===== config.mk =====
export PLATFORM = sky130hd
export DESIGN_NAME = program_fetch_unit
export DESIGN_NICKNAME = d
export VERILOG_FILES = /design/src/rtl/fetch_pkg.sv /design/src/rtl/program_mem.sv /design/src/rtl/program_fetch_unit.sv
export SDC_FILE = /design/constraint.sdc
export NUM_CORES = 1
export LEC_CHECK = 0
export CAP_MARGIN = 20
export CORE_UTILIZATION = 24
export CTS_CLUSTER_DIAMETER = 100
export DETAILED_ROUTE_END_ITERATION = 7
export SYNTH_ARGS = -nofsm -noshare
export SYNTH_HDL_FRONTEND = slang
export SYNTH_HIERARCHICAL = 1
export SYNTH_SLANG_ARGS = --single-unit

===== constraint.sdc =====
create_clock -name CLK -period 2.7 [get_ports CLK]
set_clock_uncertainty 0.1 [all_clocks]
set_input_delay 0.54 -clock CLK [delete_from_list [all_inputs] [get_ports CLK]]
set_output_delay 0.54 -clock CLK [all_outputs]
set_load 0.05 [all_outputs]

===== src/rtl/fetch_pkg.sv =====
// Shared definitions for the fetch path: FSM state encoding and the default
// datapath widths shared with the program counter and decoder.
package fetch_pkg;

  localparam int DATA_W_DEF = 8;
  localparam int ADDR_W_DEF = 4;

  // Fetch FSM state encoding
  localparam logic [1:0] IDLE  = 2'd0;
  localparam logic [1:0] READ  = 2'd1;
  localparam logic [1:0] VALID = 2'd2;
  localparam logic [1:0] ADV   = 2'd3;

endpackage


===== src/rtl/program_mem.sv =====
// Program store: DEPTH x WIDTH RAM with synchronous write and synchronous
// (registered) read. Contents are never reset.
module program_mem
  import fetch_pkg::*;
#(
  parameter int WIDTH  = DATA_W_DEF,
  parameter int ADDR_W = ADDR_W_DEF,
  parameter int DEPTH  = 1 << ADDR_W
) (
  input  logic              clk,
  input  logic              we,
  input  logic [ADDR_W-1:0] waddr,
  input  logic [WIDTH-1:0]  wdata,
  input  logic [ADDR_W-1:0] raddr,
  output logic [WIDTH-1:0]  rdata
);

  logic [WIDTH-1:0] mem_q [DEPTH];
  logic [WIDTH-1:0] rdata_q;

  // Write port and registered read port; the read sees the pre-write contents
  always_ff @(posedge clk) begin
    if (we) begin
      mem_q[waddr] <= wdata;
    end
    rdata_q <= mem_q[raddr];
  end

  assign rdata = rdata_q;

endmodule


===== src/rtl/program_fetch_unit.sv =====
// Program fetch unit: holds the program store, fetches mem[ADDR] into the
// instruction register, hands it to the decoder with a valid/ready handshake
// and then pulses PC_ADV to step the program counter.
// Optional feature macro: PARITY_CHECK_EN (stores an even-parity bit per word
// and raises a sticky PARITY_ERR on a mismatching fetch).
module program_fetch_unit
  import fetch_pkg::*;
#(
  parameter int DATA_W = DATA_W_DEF,
  parameter int ADDR_W = ADDR_W_DEF
) (
  input  logic              CLK,
  input  logic              RESET,
  input  logic [ADDR_W-1:0] ADDR,
  input  logic              PRGM,
  input  logic              WE,
  input  logic [DATA_W-1:0] PRGM_DATA,
  input  logic              RUN,
  output logic [DATA_W-1:0] IR,
  output logic              IR_VALID,
  input  logic              IR_READY,
  output logic              PC_ADV,
  output logic              BUSY,
  output logic              PARITY_ERR
);

  localparam int DEPTH = 1 << ADDR_W;
`ifdef PARITY_CHECK_EN
  localparam int MEM_W = DATA_W + 1;

  // Even parity over one instruction word
  function automatic logic calc_parity(input logic [DATA_W-1:0] d);
    return ^d;
  endfunction
`else
  localparam int MEM_W = DATA_W;
`endif

  logic [1:0]        state_q, state_d;
  logic [ADDR_W-1:0] addr_q, addr_d;
  logic [DATA_W-1:0] ir_q, ir_d;

  logic              mem_we_s;
  logic [MEM_W-1:0]  mem_wdata_s;
  logic [MEM_W-1:0]  mem_rdata_s;
  logic [ADDR_W-1:0] mem_raddr_s;

  // Writes only in programming mode; reset blocks every write
  assign mem_we_s = PRGM & WE & ~RESET;

`ifdef PARITY_CHECK_EN
  assign mem_wdata_s = {calc_parity(PRGM_DATA), PRGM_DATA};
`else
  assign mem_wdata_s = PRGM_DATA;
`endif

  // In IDLE the read is issued on the incoming ADDR so the word is ready by
  // the end of READ; afterwards the latched address keeps the read stable.
  assign mem_raddr_s = (state_q == IDLE) ? ADDR : addr_q;

  program_mem #(
    .WIDTH  (MEM_W),
    .ADDR_W (ADDR_W),
    .DEPTH  (DEPTH)
  ) u_mem (
    .clk   (CLK),
    .we    (mem_we_s),
    .waddr (ADDR),
    .wdata (mem_wdata_s),
    .raddr (mem_raddr_s),
    .rdata (mem_rdata_s)
  );

  // Next-state logic: programming mode forces IDLE from any state
  always_comb begin
    state_d = state_q;
    addr_d  = addr_q;
    ir_d    = ir_q;
    if (PRGM) begin
      state_d = IDLE;
    end else begin
      case (state_q)
        IDLE: begin
          if (RUN) begin
            state_d = READ;
            addr_d  = ADDR;
          end else begin
            state_d = IDLE;
          end
        end
        READ: begin
          ir_d    = mem_rdata_s[DATA_W-1:0];
          state_d = VALID;
        end
        VALID: begin
          if (IR_READY) begin
            state_d = ADV;
          end else begin
            state_d = VALID;
          end
        end
        ADV: begin
          state_d = IDLE;
        end
        default: begin
          state_d = IDLE;
        end
      endcase
    end
  end

  // State, latched fetch address and instruction register
  always_ff @(posedge CLK) begin
    if (RESET) begin
      state_q <= IDLE;
      addr_q  <= {ADDR_W{1'b0}};
      ir_q    <= {DATA_W{1'b0}};
    end else begin
      state_q <= state_d;
      addr_q  <= addr_d;
      ir_q    <= ir_d;
    end
  end

`ifdef PARITY_CHECK_EN
  logic parity_err_q;
  logic parity_fault_s;

  // A fault is only judged on the READ->VALID load of the IR
  assign parity_fault_s = (state_q == READ) & ~PRGM & (^mem_rdata_s);

  // Sticky parity error, cleared only by reset
  always_ff @(posedge CLK) begin
    if (RESET) begin
      parity_err_q <= 1'b0;
    end else if (parity_fault_s) begin
      parity_err_q <= 1'b1;
    end else begin
      parity_err_q <= parity_err_q;
    end
  end

  assign PARITY_ERR = parity_err_q;
`else
  assign PARITY_ERR = 1'b0;
`endif

  assign IR       = ir_q;
  assign IR_VALID = (state_q == VALID);
  assign PC_ADV   = (state_q == ADV);
  assign BUSY     = (state_q != IDLE);

endmodule


# After elaboration in Yosys (flattened, before gate mapping)

Memory sizes are Yosys's and may differ from the RTL's. A register that Yosys moved wholly into a read port is not among the register bits.
Index checks and enable logic that the tools add are counted.
Widths: inputs -> output; s select.

Register bits after elaboration: 14
RAM bits: 128
Output and inout port bits: 12
Word-level logic and storage cells: 22
Memories kept: 1

Equal/unequal tests: 3
Mux-type cells: 6
Bitwise operators: 4
Reduce and logical (&&, ||, !) cells: 5

Memories:

| name        | words | width | rd ports | clocked after memory_dff | write ports | line              | source |
|---|---|---|---|---|---|---|---|
| u_mem.mem_q | 16    | 8     | 1        | 1                        | 1           | program_mem.sv:18 | `logic [WIDTH-1:0] mem_q [DEPTH];` |

Operators by type and width:

| kind               | count |
|---|---|
| $pmux 2 s4         | 1 |
| $eq 2x2->1 const B | 2 |
| $mux 1             | 4 |
| $mux 4             | 1 |
| $reduce_and 3->1   | 1 |
| $and 1x1->1        | 2 |
| $eq 2x1->1 const B | 1 |
| $logic_not 2->1    | 1 |
| $not 1->1          | 2 |
| $reduce_and 2->1   | 1 |
| $reduce_bool 2->1  | 1 |
| $reduce_or 2->1    | 1 |

# Longest topological paths before layout

Gate-level depths: netlist (run 1).

Word-level depth: 4
Depth in mapped cells: 9

# Modules after synthesis

Netlist (run 1), hierarchy kept.

Modules (own cells, without submodules):

| module             | instances | cells each | area each (um2) | sequential area each (um2) |
|---|---|---|---|---|
| program_mem        | 1         | 229        | 5147.4          | 4003.8 |
| program_fetch_unit | 1         | 62         | 646.9           | 280.3 |

# Worst setup path after synthesis (run 1)

Ideal clock, no wire load.

Kind: input port to flip-flop
From: in RESET
To: mem u_mem/mem_q[0][0] (netlist bit) (enable)
Setup time: 0.383 ns
Arrival time: 1.983 ns
Setup slack: 0.234 ns
Cell stages on the path: 4
Cell sequence: buf_2 > nor2_1 > or3b_2 > nor3_1

Cells in the longest elaborated chain, start to end: 4

RTL lines:

| element                      | line                     | source |
|---|---|---|
| start: declaration           | program_fetch_unit.sv:13 | `input logic RESET,` |
| $not 1->1                    | program_fetch_unit.sv:49 | `assign mem_we_s = PRGM & WE & ~RESET;` |
| $and 1x1->1                  | program_fetch_unit.sv:49 |  |
| named net mem_we_s           | program_fetch_unit.sv:43 | `logic mem_we_s;` |
| $mux 1                       | program_mem.sv:23        | `if (we) begin` |
| $mux 1 (implied by the code) | program_mem.sv:24        | `mem_q[waddr] <= wdata;` |
| end: declaration             | program_mem.sv:18        |  |

The timed path passes the listed nets, and every way through them passes these cells.

# Worst setup path after layout (run 1)

From: reg state_q[0]
To: reg u_mem.rdata_q[3] (netlist: u_mem/rdata[3]), read port of u_mem.mem_q

Cells in the longest elaborated chain, start to end: 2

RTL lines:

| element                  | line                      | source |
|---|---|---|
| start: declaration       | program_fetch_unit.sv:39  | `logic [1:0] state_q, state_d;` |
| start signal: assignment | program_fetch_unit.sv:119 | `state_q <= state_d;` |
| $logic_not 2->1          | program_fetch_unit.sv:59  | `assign mem_raddr_s = (state_q == IDLE) ? ADDR : addr_q;` |
| $mux 4                   | program_fetch_unit.sv:59  |  |
| named net mem_raddr_s[0] | program_fetch_unit.sv:46  | `logic [ADDR_W-1:0] mem_raddr_s;` |
| end: declaration         | program_mem.sv:19         | `logic [WIDTH-1:0] rdata_q;` |

The timed path passes the listed nets, and every way through them passes these cells.
A chain may end at the register's enable or synchronous reset.

==> results of run 1 <==
==> cell usage after synthesis <==
cell type        count  share of area [%]
nor3b_1              1               0.13
ha_1                 4               0.86
buf_4                3               0.39
nand3b_1             2               0.26
mux2_2               4               0.78
dfxtp_1             22                7.6
mux2i_1             12                2.1
inv_2                1              0.065
clkdlybuf4s25_2      3               0.52
mux4_2              18                7.0
mux4_1              14                6.3
nor2_1              26                1.7
conb_1               1              0.065
inv_1                2               0.13
nor2b_2              1               0.15
nor3_1               4               0.35
nand2b_1             2               0.22
nand3b_4             1               0.35
nand3_1              2               0.17
nand2_1             11               0.71
or3b_2               1               0.15
and2_1               1               0.11
and2b_1              1               0.13
a22oi_1             16                2.1
edfxtp_1           128                 66
buf_6                4               0.78
buf_2                4               0.35
a211oi_1             1               0.13
nor2b_1              1               0.11
==> cells in the final DEF, fill, tap and decap left out, drive strengths merged, types with 3 or more instances in the layout <==
cell,netlist,final
nor3,4,4
clkbuf,0,18
a22oi,16,16
mux4,32,32
buf,11,32
mux2i,12,12
clkdlybuf4s50,0,27
clkinv,0,3
mux2,4,4
bufinv,0,4
ha,4,4
nor2,26,26
nand3b,3,3
edfxtp,128,128
dfxtp,22,22
nand2,11,11
inv,3,8
==> routing by layer <==
layer | routed length [um] | global-route usage (%) | vias up
met2 | 6030 | 17.7 | 89
met4 | 195 | 4.58 | 0
li1 | - | - | 1305
met3 | 637 | 3.00 | 18
met1 | 5290 | 12.7 | 1526
met5 | 0 | 0 | -
==> area by class of cell <==
type / instances / area, um2
fill: 2303 / 16300
sequential: 150 / 4280
multi-input combinational: 124 / 1380
timing repair buffer: 60 / 544
clock buffer: 18 / 429
tap: 319 / 399
clock inverter: 14 / 198
inverter: 3 / 11.3
==> repair_timing <==
| action | 4_1_cts | 5_1_grt |
|---|---|---|
| setup endpoints to repair | 1 | 0 |
| hold buffers | 0 | 0 |
| gates resized for setup | 1 | 0 |
| endpoints found under the hold margin | 0 | 0 |
==> worst min-delay path, delay by kind of cell (launching register included) <==
family | cells | cell delay (ns)
simple gates | 1 | 0.07
flops | 1 | 0.32
mux | 1 | 0.06
==> power groups by stage <==
stage               combinational (uW)  clock, uW  sequential [uW]
floorplan                          194          0             2620
global placement                   335          0             2620
detailed placement                 342          0             2620
CTS                                342       2520             2570
global route                       364       2600             2580
finish                             337       2470             2570
==> per-stage QoR <==
stage	utilization [%]	std cells	area, um2	total power [uW]
global route	30.8	688	7250	5540
detailed placement	28.1	656	6620	2970
floorplan	-	291	5790	2810
finish	30.8	688	7250	5380
global placement	28.1	656	6620	2960
CTS	30.8	688	7250	5440
==> cell families (layout without fill, tap and decap cells) <==
logic type / Yosys count / in the layout / share of synthesized area [%]
compound gates: 17 / 17 / 2.20
fa+ha+maj: 4 / 4 / 0.864
buf+inv: 17 / 95 / 2.22
flops: 150 / 150 / 73.9
mux: 48 / 48 / 16.2
other cells: 1 / 1 / 0.0647
simple gates: 54 / 54 / 4.51
==> flip-flops by register name, summed over array words and instances (netlist names) <==
register / cells
IR: 8
state_q: 2
u_mem/mem_q: 128
addr_q: 4
u_mem/rdata: 8
==> worst min path at each step <==
stage	cells after the start	endpoint	slack, ns	from
after global placement	2	IR[7]	0.35	u_mem/rdata[7]
after global routing	2	IR[7]	0.41	u_mem/rdata[7]
after CTS	2	IR[7]	0.38	u_mem/rdata[7]
after floorplan	2	IR[0]	0.34	u_mem/rdata[0]
final	2	IR[7]	0.38	u_mem/rdata[7]
after detailed placement	2	IR[7]	0.37	u_mem/rdata[7]
==> flow_summary_export.csv, run 1 <==
group,metric,value,unit
timing,slew_violations,0,
power,power_density,743,nW/um2
timing,timing.hold.ws,0.383,ns
critical_path,setup_crit_end_kind,"flip-flop",
drt,dr.pass1.iters,4,
drt,wirelength_routed,12.2,mm
power,switching_share,20.8,%
critical_path,path_max_fanout,20,
cts,clockBufferDepth,2,
global_route,antenna_found_initial,0,
place,dpl_worst_slack,-0.0776,ns
global_route,vias_in_the_first_global_route,3027,
critical_path,timing.critical_path.slowest_stage_cell,"mux4_1",
drt,via_count,2938,
drt,drc_violation_count_after_routing,0,
synthesis,synthesis.yosys.warnings,6,
critical_path,worst-r2r-setup-slack,0.23,ns
cts,cts_tree,"done",
final_layout,antenna_cells_inserted,0,
timing,fin_crit_sh,91.6,%
cts,postCtsSetupRepairBufs,0,
timing,report.final.setup_viol,0,
critical_path,critical-path-max-stage-delay,0.65,ns
power,power.share.sequential,47.8,%
hold_path,worst_hold_path_type,"reg2reg",
floorplanning,floorplan.initialDensity,24.6,%
global_route,remaining_global_route_overflow,0,
critical_path,start_kind,"flip-flop",
place,numPortBuffers,28,
timing,worst_pin_slew,0.740,ns
cts,cts-root-buf,"clkbuf_16",
critical_path,regToRegEndpoint,"u_mem/rdata[3]",
power,switchingPower,1120,uW
global_route,global_route_usage_over_all_layers,10.6,%
critical_path,cpLargestDelayFamily,"multiplexers",
power,power_frac_comb,6.3,%
synthesis,avgSynthCellArea,19.9,um2
cts,tritoncts_num_sinks,150,
cts,insertion_delay,0.42,ns
critical_path,worstPathArrival,2.67,ns
synthesis,synth.ff_latch_count,150,
timing,rsz0062_at_grt,"false",
critical_path,timing.critical_path.required,2.89,ns
cts,cts_buffers,17,
critical_path,worst-setup-path-type,"reg2reg",
critical_path,worstSetupStartpoint,"state_q[0]",
power,total_leakage_power,0.00242,uW
status,run_status,"finished clean",
global_route,grt_max_degree,21,
floorplanning,die-width,157,um
power,internal_power,4270,uW
critical_path,worstReg2RegStart,"state_q[0]",
final_layout,num-nets-final,378,
power,vdd_ir_drop_max,0.440,mV
drt,post_drt_via_cell_ratio,4.27,
cts,clk_pin_slew,0.06,ns
critical_path,endpoint,"u_mem/rdata[3]",
drt,detailedRoute.firstIterationViolations,269,
timing,max_freq,404,MHz
floorplanning,die_height,157,um
timing,final_hold_viol_count,0,
flow_run,drv.max_cap_violation_count,0,
floorplanning,core_area,23500,um2
synthesis,syn-instance-count,291,
place,place_congestion,0.734,
place,place.detailed.hpwl,8.19,mm
critical_path,ff2ff_path_depth,7,
synthesis,mappedNetlistArea,5790,um2
drt,drt.antenna.violating_nets,0,
cts,cts.htree.levels,4,
timing,fin_ws,0.227,ns
floorplanning,row_count,56,
drt,wire_per_inst,17.7,um
synthesis,syn_nets,313,
critical_path,cp_cell_sequence,"inv_1 -> ha_1 -> mux2_2 -> buf_12 -> mux4_1 -> a22oi_1 -> nand2_1",
synthesis,yosysSeqAreaShare,73.9,%
critical_path,stages_on_the_worst_setup_path,7,
floorplanning,i_o_pins,30,
final_layout,final_layout_size_suffix_gt1_share,23.8,%
timing,max-slew-margin-rel,50.5,%
synthesis,synth.lib_cells_used.distinct,29,
global_route,first_pass_grt_wire_length,18.4,mm
floorplanning,fp.dieArea,24800,um2
timing,setup-tns-final,0,ns
power,clock_power_share,45.9,%
critical_path,cp_num_buf_inv,2,
timing,layout_min_cycle_time,2.47,ns
final_layout,synthToLayoutAreaGrowth,25.1,%
Power figures use the tool's default switching activity.
==> run 2: changes to the inputs <==
==> constraint.sdc (replaced) <==
create_clock -name CLK -period 2.7 [get_ports CLK]
set_clock_uncertainty 0.1 [all_clocks]
set_input_delay 0.81 -clock CLK [delete_from_list [all_inputs] [get_ports CLK]]
set_output_delay 0.81 -clock CLK [all_outputs]
set_load 0.05 [all_outputs]
==> run 2 against run 1 <==
Against the previous run: first-iteration DRC count down 19%; highest routed layer unchanged; largest power group unchanged; critical path depth unchanged; largest cell class unchanged; sequential power about the same; design area down 0.10%.
==> flow_summary_export.csv, run 2 (synthesized netlist as in run 1, its figures left out) <==
group,metric,value,unit
critical_path,cpLargestDelayFamily,"buffers and inverters",
critical_path,timing.critical_path.slowest_stage_cell,"mux4_1",
floorplanning,die-width,157,um
timing,slew_violations,0,
timing,layout_min_cycle_time,2.53,ns
cts,insertion_delay,0.42,ns
cts,clk_pin_slew,0.06,ns
drt,dr.pass1.iters,4,
floorplanning,core_area,23500,um2
drt,wire_per_inst,16.9,um
timing,setup-tns-final,0,ns
cts,cts_tree,"done",
timing,final_hold_viol_count,0,
place,place.detailed.hpwl,7.73,mm
final_layout,final_layout_size_suffix_gt1_share,25.1,%
drt,detailedRoute.firstIterationViolations,217,
power,post-layout-total-power,5170,uW
drt,drc_violation_count_after_routing,0,
floorplanning,fp.dieArea,24800,um2
drt,wirelength_routed,11.7,mm
global_route,grt_max_degree,17,
timing,max-slew-margin-rel,55.0,%
final_layout,layout_common_cells,"edfxtp_1 (128), buf_4 (30), nor2_1 (26), clkdlybuf4s50_1 (25), dfxtp_1 (22)",
final_layout,antenna_cells_inserted,0,
floorplanning,row_count,56,
critical_path,worst-r2r-setup-slack,0.32,ns
hold_path,hold_path_depth,2,
cts,postCtsSetupRepairBufs,0,
critical_path,regToRegEndpoint,"u_mem/rdata[1]",
power,vdd_ir_drop_max,0.469,mV
hold_path,hold-path-endpoint,"IR[0]",
critical_path,path_max_fanout,9,
critical_path,cp_num_buf_inv,3,
final_layout,synthToLayoutAreaGrowth,24.9,%
global_route,first_pass_grt_wire_length,18.1,mm
global_route,antenna_found_initial,0,
final_layout,largest_register_ff_count,128,
critical_path,setup_crit_end_kind,"flip-flop",
power,power_density,714,nW/um2
final_layout,final.fill_count,2337,
timing,report.final.setup_viol,0,
cts,clockBufferDepth,2,
drt,post_drt_via_cell_ratio,4.16,
critical_path,critical-path-max-stage-delay,0.54,ns
final_layout,layout.cells.most_common,"edfxtp_1",
cts,cts.htree.levels,4,
timing,fin_crit_sh,93.6,%
final_layout,utilization,30.8,%
status,run_status,"finished clean",
place,numPortBuffers,28,
timing,max_freq,396,MHz
critical_path,ff2ff_path_depth,8,
critical_path,worst-setup-path-type,"in2reg",
critical_path,worstReg2RegStart,"state_q[0]",
place,place_congestion,0.727,
cts,tritoncts_num_sinks,150,
floorplanning,i_o_pins,30,
drt,drt.antenna.violating_nets,0,
hold_path,worst_hold_path_type,"reg2reg",
drt,via_count,2863,
critical_path,start_kind,"input pin",
critical_path,cp_cell_sequence,"clkdlybuf4s50_1 -> mux2_2 -> buf_12 -> buf_4 -> mux4_1 -> a22oi_1 -> nand2_1",
final_layout,num-nets-final,379,
global_route,global_route_usage_over_all_layers,10.4,%
global_route,remaining_global_route_overflow,0,
timing,rsz0062_at_grt,"false",
cts,cts_buffers,17,
critical_path,timing.critical_path.required,2.89,ns
floorplanning,floorplan.initialDensity,24.6,%
timing,worst_pin_slew,0.673,ns
timing,fin_ws,0.173,ns
cts,cts.hold.buffers_added,0,
final_layout,stdcell_count,689,
cts,cts-root-buf,"clkbuf_16",
critical_path,worstPathArrival,2.72,ns
final_layout,top_register,"u_mem/mem_q",
hold_path,hold_start,"u_mem/rdata[0]",
place,numPlacedInstances,657,
floorplanning,die_height,157,um
global_route,vias_in_the_first_global_route,3081,
place,dpl_worst_slack,-0.267,ns
power,total_leakage_power,0.00246,uW
flow_run,drv.max_cap_violation_count,0,
==> run 2: cell count changes in the layout (fill, tap and decap cells not counted), moves of 2 or more <==
cell	delta
buf_12	+2
clkbuf_8	+2
inv_4	+4
clkbuf_16	+2
clkdlybuf4s50_1	-2
bufinv_16	-4
clkinv_2	+2
==> run 2: final cells by class <==
cell class | instances | area (um2) | share of cell area, %
clock buffer | 21 | 503 | 6.95
clock inverter | 11 | 78.8 | 1.09
inverter | 3 | 11.3 | 0.156
multi-input combinational | 124 | 1390 | 19.1
sequential | 150 | 4280 | 59.2
tap | 319 | 399 | 5.51
timing repair buffer | 61 | 577 | 7.97
==> run 2: stage by stage <==
| step | hold WS (ns) | cell area, um2 |
|---|---|---|
| 6_report | 0.369 | 7240 |
| 5_1_grt | 0.397 | 7240 |
| 4_1_cts | 0.379 | 7240 |
| 3_5_place_dp | 0.364 | 6660 |
| 3_3_place_gp | 0.356 | 6660 |
| 2_1_floorplan | 0.340 | 5800 |
==> run 2: how the worst max path moves through the flow <==
| stage | slack (ns) | from | end | cells past startpoint |
|---|---|---|---|---|
| after floorplan | 0.19 | RESET | u_mem/mem_q[3][0] | 4 |
| after global placement | -0.29 | ADDR[0] | u_mem/rdata[7] | 7 |
| after detailed placement | -0.27 | ADDR[0] | u_mem/rdata[7] | 7 |
| after CTS | 0.04 | state_q[0] | PC_ADV | 2 |
| after global routing | 0.10 | ADDR[0] | u_mem/rdata[1] | 7 |
| final | 0.17 | ADDR[0] | u_mem/rdata[1] | 7 |
==> run 2: what timing repair did <==
action | in CTS | in global routing
resized for setup | 1 | 1
cloned | 0 | 0
pin swaps | 0 | 0
setup endpoints to repair | 1 | 1
==> run 2: routing by layer <==
layer / GRT usage, % / up-vias / routed length [um]
met2: 17.0 / 81 / 5750
met5: 0 / - / 0
met1: 12.8 / 1462 / 5090
met4: 3.47 / 0 / 103
li1: - / 1310 / -
met3: 3.47 / 10 / 713
==> run 2: report_power, final <==
part	total, uW	switching (uW)	leakage, uW	internal, uW
combinational	341	178	0.000827	163
clock	2260	911	0.000296	1340
sequential	2570	19.2	0.00133	2550
==> run 2: worst reg2reg max path: cells and delay by family, from the launching register on <==
family | cells | cell delay, ns
muxes | 2 | 0.85
buffers and inverters | 3 | 0.37
DFF | 1 | 0.36
AOI/OAI and AO/OA | 1 | 0.24
adders and majority gates | 1 | 0.22
and+or+nand+nor | 1 | 0.12
